File: src/rtl/trap_pkg.sv
// ============================================================================
// Module  : trap_pkg
// Purpose : Shared CSR addresses, bit positions, cause codes, csr_op
//           encodings and FSM state type for the machine-mode trap controller.
// Rev     : 1.0
// ============================================================================
`default_nettype none

package trap_pkg;

    typedef enum logic [0:0] {
        ST_RUN   = 1'b0,
        ST_REDIR = 1'b1
    } state_e;

    localparam logic [11:0] c_ADDR_MSTATUS = 12'h300;
    localparam logic [11:0] c_ADDR_MIE     = 12'h304;
    localparam logic [11:0] c_ADDR_MTVEC   = 12'h305;
    localparam logic [11:0] c_ADDR_MEPC    = 12'h341;
    localparam logic [11:0] c_ADDR_MCAUSE  = 12'h342;
    localparam logic [11:0] c_ADDR_MIP     = 12'h344;

    localparam int c_BIT_MIE  = 3;
    localparam int c_BIT_MPIE = 7;
    localparam int c_BIT_MTIE = 7;
    localparam int c_BIT_MTIP = 7;

    localparam logic [31:0] c_CAUSE_MTI   = 32'h8000_0007;
    localparam logic [31:0] c_CAUSE_ECALL = 32'd11;

    localparam logic [1:0] c_CSR_NONE  = 2'b00;
    localparam logic [1:0] c_CSR_WRITE = 2'b01;
    localparam logic [1:0] c_CSR_SET   = 2'b10;
    localparam logic [1:0] c_CSR_CLR   = 2'b11;

    function automatic logic [31:0] csr_apply(input logic [1:0]  op,
                                              input logic [31:0] old,
                                              input logic [31:0] wdata);
        case (op)
            c_CSR_SET: csr_apply = old | wdata;
            c_CSR_CLR: csr_apply = old & ~wdata;
            default:   csr_apply = wdata;
        endcase
    endfunction

endpackage

`default_nettype wire

File: src/rtl/trap_csr_regs.sv
// ============================================================================
// Module  : trap_csr_regs
// Purpose : Machine CSR storage, masked read-modify-write and read mux.
// Rev     : 1.0
// ============================================================================
`default_nettype none

module trap_csr_regs
    import trap_pkg::*;
#(
    parameter logic [31:0] RESET_MTVEC = 32'h0000_0100
) (
    input  logic        clk,
    input  logic        rst_n,
    input  logic        i_timer_irq,
    input  logic        i_csr_we,
    input  logic [1:0]  i_csr_op,
    input  logic [11:0] i_csr_addr,
    input  logic [31:0] i_csr_wdata,
    input  logic        i_trap,
    input  logic [31:0] i_trap_cause,
    input  logic [31:0] i_trap_pc,
    input  logic        i_mret,
    output logic [31:0] o_csr_rdata,
    output logic        o_irq_pending,
    output logic [31:0] o_mtvec,
    output logic [31:0] o_mepc
);

    logic        r_mie;
    logic        r_mpie;
    logic        r_mtie;
    logic        r_mtip;
    logic [31:0] r_mtvec;
    logic [31:0] r_mepc;
    logic [31:0] r_mcause;
    logic [31:0] w_csr_new;

    always_comb begin
        o_csr_rdata = 32'd0;
        case (i_csr_addr)
            c_ADDR_MSTATUS: begin
                o_csr_rdata[c_BIT_MIE]  = r_mie;
                o_csr_rdata[c_BIT_MPIE] = r_mpie;
            end
            c_ADDR_MIE:    o_csr_rdata[c_BIT_MTIE] = r_mtie;
            c_ADDR_MTVEC:  o_csr_rdata = r_mtvec;
            c_ADDR_MEPC:   o_csr_rdata = r_mepc;
            c_ADDR_MCAUSE: o_csr_rdata = r_mcause;
            c_ADDR_MIP:    o_csr_rdata[c_BIT_MTIP] = r_mtip;
            default:       o_csr_rdata = 32'd0;
        endcase
    end

    // Set/clear operate on the architecturally visible (already masked) value.
    assign w_csr_new     = csr_apply(i_csr_op, o_csr_rdata, i_csr_wdata);
    assign o_irq_pending = r_mie & r_mtie & r_mtip;
    assign o_mtvec       = r_mtvec;
    assign o_mepc        = r_mepc;

    always_ff @(posedge clk or negedge rst_n) begin
        if (!rst_n) begin
            r_mie    <= 1'b0;
            r_mpie   <= 1'b0;
            r_mtie   <= 1'b0;
            r_mtip   <= 1'b0;
            r_mtvec  <= {RESET_MTVEC[31:2], 2'b00};
            r_mepc   <= 32'd0;
            r_mcause <= 32'd0;
        end else begin
            r_mtip <= i_timer_irq;
            if (i_trap) begin
                r_mepc   <= {i_trap_pc[31:2], 2'b00};
                r_mcause <= i_trap_cause;
                r_mpie   <= r_mie;
                r_mie    <= 1'b0;
            end else if (i_mret) begin
                r_mie  <= r_mpie;
                r_mpie <= 1'b1;
            end else if (i_csr_we) begin
                case (i_csr_addr)
                    c_ADDR_MSTATUS: begin
                        r_mie  <= w_csr_new[c_BIT_MIE];
                        r_mpie <= w_csr_new[c_BIT_MPIE];
                    end
                    c_ADDR_MIE:    r_mtie   <= w_csr_new[c_BIT_MTIE];
                    c_ADDR_MTVEC:  r_mtvec  <= {w_csr_new[31:2], 2'b00};
                    c_ADDR_MEPC:   r_mepc   <= {w_csr_new[31:2], 2'b00};
                    c_ADDR_MCAUSE: r_mcause <= w_csr_new;
                    default:       ;
                endcase
            end
        end
    end

endmodule

`default_nettype wire

File: src/rtl/trap_ctrl.sv
// ============================================================================
// Module  : trap_ctrl
// Purpose : Machine-mode trap/return sequencer with timer interrupt, ECALL,
//           MRET and CSR access; issues a one-cycle fetch redirect.
// Rev     : 1.0
// ============================================================================
`default_nettype none

module trap_ctrl
    import trap_pkg::*;
#(
    parameter logic [31:0] RESET_MTVEC = 32'h0000_0100
) (
    input  logic        clk,
    input  logic        rst_n,
    input  logic        timer_irq,
    input  logic        instr_valid,
    input  logic [31:0] instr_pc,
    input  logic        ecall,
    input  logic        mret,
    input  logic [1:0]  csr_op,
    input  logic [11:0] csr_addr,
    input  logic [31:0] csr_wdata,
    output logic [31:0] csr_rdata,
    output logic        redirect,
    output logic [31:0] redirect_pc
);

    state_e      r_state;
    state_e      w_state_nxt;
    logic [31:0] r_redirect_pc;
    logic [31:0] w_redirect_pc_nxt;
    logic        w_irq_pending;
    logic [31:0] w_mtvec;
    logic [31:0] w_mepc;
    logic        w_take_irq;
    logic        w_take_ecall;
    logic        w_take_mret;
    logic        w_csr_we;
    logic        w_trap;
    logic [31:0] w_trap_cause;

    always_ff @(posedge clk or negedge rst_n) begin
        if (!rst_n) begin
            r_state       <= ST_RUN;
            r_redirect_pc <= 32'd0;
        end else begin
            r_state       <= w_state_nxt;
            r_redirect_pc <= w_redirect_pc_nxt;
        end
    end

    // Priority: interrupt > ecall > mret > CSR op; nothing is accepted in REDIR.
    always_comb begin
        w_state_nxt       = r_state;
        w_redirect_pc_nxt = r_redirect_pc;
        w_take_irq        = 1'b0;
        w_take_ecall      = 1'b0;
        w_take_mret       = 1'b0;
        w_csr_we          = 1'b0;
        w_trap_cause      = c_CAUSE_ECALL;
        case (r_state)
            ST_RUN: begin
                if (instr_valid) begin
                    if (w_irq_pending) begin
                        w_take_irq   = 1'b1;
                        w_trap_cause = c_CAUSE_MTI;
                    end else if (ecall) begin
                        w_take_ecall = 1'b1;
                    end else if (mret) begin
                        w_take_mret = 1'b1;
                    end else if (csr_op != c_CSR_NONE) begin
                        w_csr_we = 1'b1;
                    end
                end
            end
            ST_REDIR: w_state_nxt = ST_RUN;
        endcase
        w_trap = w_take_irq | w_take_ecall;
        if (w_trap) begin
            w_state_nxt       = ST_REDIR;
            w_redirect_pc_nxt = w_mtvec;
        end else if (w_take_mret) begin
            w_state_nxt       = ST_REDIR;
            w_redirect_pc_nxt = w_mepc;
        end
    end

    assign redirect    = (r_state == ST_REDIR);
    assign redirect_pc = r_redirect_pc;

    trap_csr_regs #(
        .RESET_MTVEC (RESET_MTVEC)
    ) u_csr_regs (
        .clk           (clk),
        .rst_n         (rst_n),
        .i_timer_irq   (timer_irq),
        .i_csr_we      (w_csr_we),
        .i_csr_op      (csr_op),
        .i_csr_addr    (csr_addr),
        .i_csr_wdata   (csr_wdata),
        .i_trap        (w_trap),
        .i_trap_cause  (w_trap_cause),
        .i_trap_pc     (instr_pc),
        .i_mret        (w_take_mret),
        .o_csr_rdata   (csr_rdata),
        .o_irq_pending (w_irq_pending),
        .o_mtvec       (w_mtvec),
        .o_mepc        (w_mepc)
    );

endmodule

`default_nettype wire

File: config.mk
export PLATFORM = sky130hd
export DESIGN_NAME = trap_ctrl
export DESIGN_NICKNAME = d
export VERILOG_FILES = /design/src/rtl/trap_pkg.sv /design/src/rtl/trap_csr_regs.sv /design/src/rtl/trap_ctrl.sv
export SDC_FILE = /design/constraint.sdc
export NUM_CORES = 1
export LEC_CHECK = 0
export BUFFER_PORTS_ARGS = -buffer_cell sky130_fd_sc_hd__buf_2
export CAP_MARGIN = 20
export CORE_MARGIN = 2
export CORE_UTILIZATION = 60
export DETAILED_ROUTE_END_ITERATION = 7
export GPL_TIMING_DRIVEN = 0
export HOLD_SLACK_MARGIN = 0.06
export PLACE_DENSITY = 0.87
export SLEW_MARGIN = 40
export SYNTH_ARGS = -nofsm -noshare
export SYNTH_HDL_FRONTEND = slang
export SYNTH_SLANG_ARGS = --single-unit
File: constraint.sdc
create_clock -name clk -period 3.15 [get_ports clk]
set_input_delay 0.315 -clock clk [delete_from_list [all_inputs] [get_ports clk]]
set_output_delay 0.315 -clock clk [all_outputs]
set_load 0.01 [all_outputs]
==> flow_summary.yaml <==
timing:
  setup_tns_ns: 0
  hold_viol: 0
  maxSlewHeadroom: 0.434
  grt_setup_unrepaired: "no"
  slew_violations: 0
  min_period_ns: 3.09
  fin_crit_sh: 0.980
  setup_viol: 0
  worst-slew-pin-transition_ns: 0.843
  finClkSkew_ns: 0.00622
  timing.fmax_mhz: 324
synth:
  syn_inst: 811
  synthTopCellsByCount: "126 x dfrtp_1, 119 x a21oi_1, 87 x nand2_1"
  yosysWarnings: 0
  yosys_register_bits: 127
  yosysUniqueCellTypes: 55
  synth_largest_area_cell: "dfrtp_1"
  yosysMostFrequentCell: "dfrtp_1"
  synth_area_leaders: "dfrtp_1 45%, a21oi_1 8.4%, nand2_1 4.6%"
  synth_ff_type: "dfrtp_1"
  synth_area_um2: 7070
  synth_top_area_frac: 0.446
  synth_edf_count: 0
  async_flop_share: 1.00
  seq_area_frac_synth: 0.450
  syn_avg_cell_area_um2: 8.72
clock_tree:
  cts_buffer_depth: 2
  cts_sinks: 127
  cts_buffers: 17
  cts_tree: "yes"
  cts-root-buf: "clkbuf_16"
  htree_num_levels: 4
  clkTransAtPathRegs_ns: 0.06
  post_cts_resized: 0
  clock_latency_ns: 0.43
worst_setup_path:
  max_stage_delay_ns: 0.80
  regToRegSetupSlack_ns: 0.45
  reg2reg_to: "u_csr_regs.o_mtvec[27]$_DFFE_PN0P_"
  r2r_start: "redirect$_DFF_PN0_"
  reg2regPathDepth: 7
  critPathMostFrequentCell: "buf_2"
  start_kind: "input pin"
  arrival_ns: 2.77
  critPathMaxFanout: 10
  path_cells: "buf_2 -> and4bb_2 -> nand3_1 -> nor3_1 -> buf_2 -> a22o_1 -> buf_2"
  crit_slowest_cell: "nor3_1"
  end_kind: "output port"
  cp.required_ns: 2.83
  crit_type: "input pin to output port"
worst_hold_path:
  hold_end: "u_csr_regs.o_mepc[27]$_DFFE_PN0P_"
  whs_path_depth: 3
  hold_start: "instr_pc[27]"
  hold_class: "input pin to register"
die:
  fp.coreArea_um2: 11500
  die_x_um: 113
  dieArea_um2: 12700
  fp.dieH_um: 113
  io-pin-count: 149
  initial_core_util: 0.617
  rows: 39
grt:
  grt_pass1_wl_um: 40200
  grt_overflow_total: 0
  grt_max_degree: 69
  grt_pass1_vias: 7496
  antenna_found_initial: 0
  track_usage: 0.412
drt:
  initialDrtViolationCount: 1286
  dr.pass1.iters: 8
  detail-route-antenna-nets: 0
  drc: 5
  vias_per_cell: 6.99
  vias: 7922
  routed_wl_um: 25700
  avgRoutedWirePerCell_um: 22.7
power_and_ir_drop:
  swShare: 0.285
  totalPowerFinal_mw: 4.62
  leakagePower_nw: 3.97
  powerDensity_nw_per_um2: 533
  pwr-share-seq: 0.409
  max-vdd-ir-drop_uv: 630
  clkPwrFrac: 0.448
  p_int_mw: 3.30
  comb_power_share: 0.143
  power_switching_mw: 1.32
final_layout:
  final_nets: 1062
  area_growth_pct: 22.5
  diodes: 0
  drive_gt1_frac: 0.210
status:
  violations: "DRC"
  status: "finished with violations"
place:
  place_congestion: 1.00
  dpl.hpwl_um: 18000
  numPortBuffers: 144
flow_run:
  cap_violations: 0
[worst max path at each step]
stage / from / to / slack (ns) / cells after the start
final: csr_addr[10] / csr_rdata[23] / 0.06 / 7
after global routing: csr_addr[10] / csr_rdata[23] / 0.08 / 7
after CTS: csr_addr[10] / csr_rdata[23] / 0.23 / 7
after detailed placement: csr_addr[10] / csr_rdata[23] / 0.22 / 7
after global placement: rst_n / redirect_pc[3]$_DFFE_PN0N_ / 0.08 / 1
after floorplan: csr_addr[10] / csr_rdata[12] / 1.11 / 5
[state kept, by name, summed over array words and instances (netlist names), 30 cells and up]
name	count
u_csr_regs.r_mcause	32
u_csr_regs.o_mepc	30
u_csr_regs.o_mtvec	30
redirect_pc	30
[final cells by class]
cell class	count	area [um^2]
flip-flops and latches	127	3180
repair buffers	147	778
fillers	862	2810
well taps	143	179
plain buffers	77	325
inverters	1	3.75
clock inverters	14	180
clock buffers	18	439
multi-input cells	607	3580
[worst max-delay path: cells and delay by family]
| kind | cells | cell delay (ns) |
|---|---|---|
| and+or+nand+nor | 3 | 1.52 |
| buffers and inverters | 3 | 0.70 |
| AOI/OAI and AO/OA | 1 | 0.23 |
[logic make-up after synthesis]
| kind of cell | after synthesis | synth area share |
|---|---|---|
| compound gates | 351 | 0.321 |
| simple gates | 252 | 0.179 |
| flops | 127 | 0.450 |
| buf+inv | 78 | 0.0465 |
| mux | 2 | 0.00301 |
| other cells | 1 | 0.000530 |
[layout by cell type (no fill, tap or decap), drive strengths merged, types with 12 or more instances in the layout]
cell type  count
a21o          31
a22o          14
nand3b        28
a221oi        12
a211o         24
o31ai         13
a211oi        13
o22ai         45
a2bb2oi       16
nor2          54
buf          168
clkbuf        72
nand2         88
nand3         32
dfrtp        126
a21oi        119
and3          15
o21ai         45
[layer usage]
metal / part of all wire / wire length [um] / vias up / global-route usage
li1: - / - / 3378 / -
met1: 0.37 / 9490 / 3655 / 0.568
met2: 0.43 / 11000 / 736 / 0.576
met3: 0.15 / 3880 / 153 / 0.137
met4: 0.051 / 1320 / 0 / 0.224
met5: 0 / 0 / - / 0
[power by group through the flow]
stage / registers (mW) / clock network [mW] / logic (mW)
6_report: 1.89 / 2.07 / 0.659
3_3_place_gp: 1.90 / 0 / 0.612
4_1_cts: 1.88 / 2.06 / 0.644
2_1_floorplan: 1.91 / 0 / 0.316
3_5_place_dp: 1.91 / 0 / 0.634
5_1_grt: 1.90 / 2.14 / 0.716
[through the flow]
stage	worst slack, ns	util	cells	hold slack, ns	area [um^2]
6_report	0.0629	0.755	1134	0.111	8660
5_1_grt	0.0804	0.755	1134	0.134	8660
2_1_floorplan	1.11	-	812	0.0194	7070
4_1_cts	0.228	0.755	1134	0.108	8660
3_3_place_gp	0.0792	0.695	1099	0.422	7970
3_5_place_dp	0.216	0.699	1100	0.302	8020
[what timing repair did]
item                      CTS  global route
buffers inserted            0             0
hold buffers                2             0
hold endpoints to repair   67             0
(Power assumes the default switching activity.)
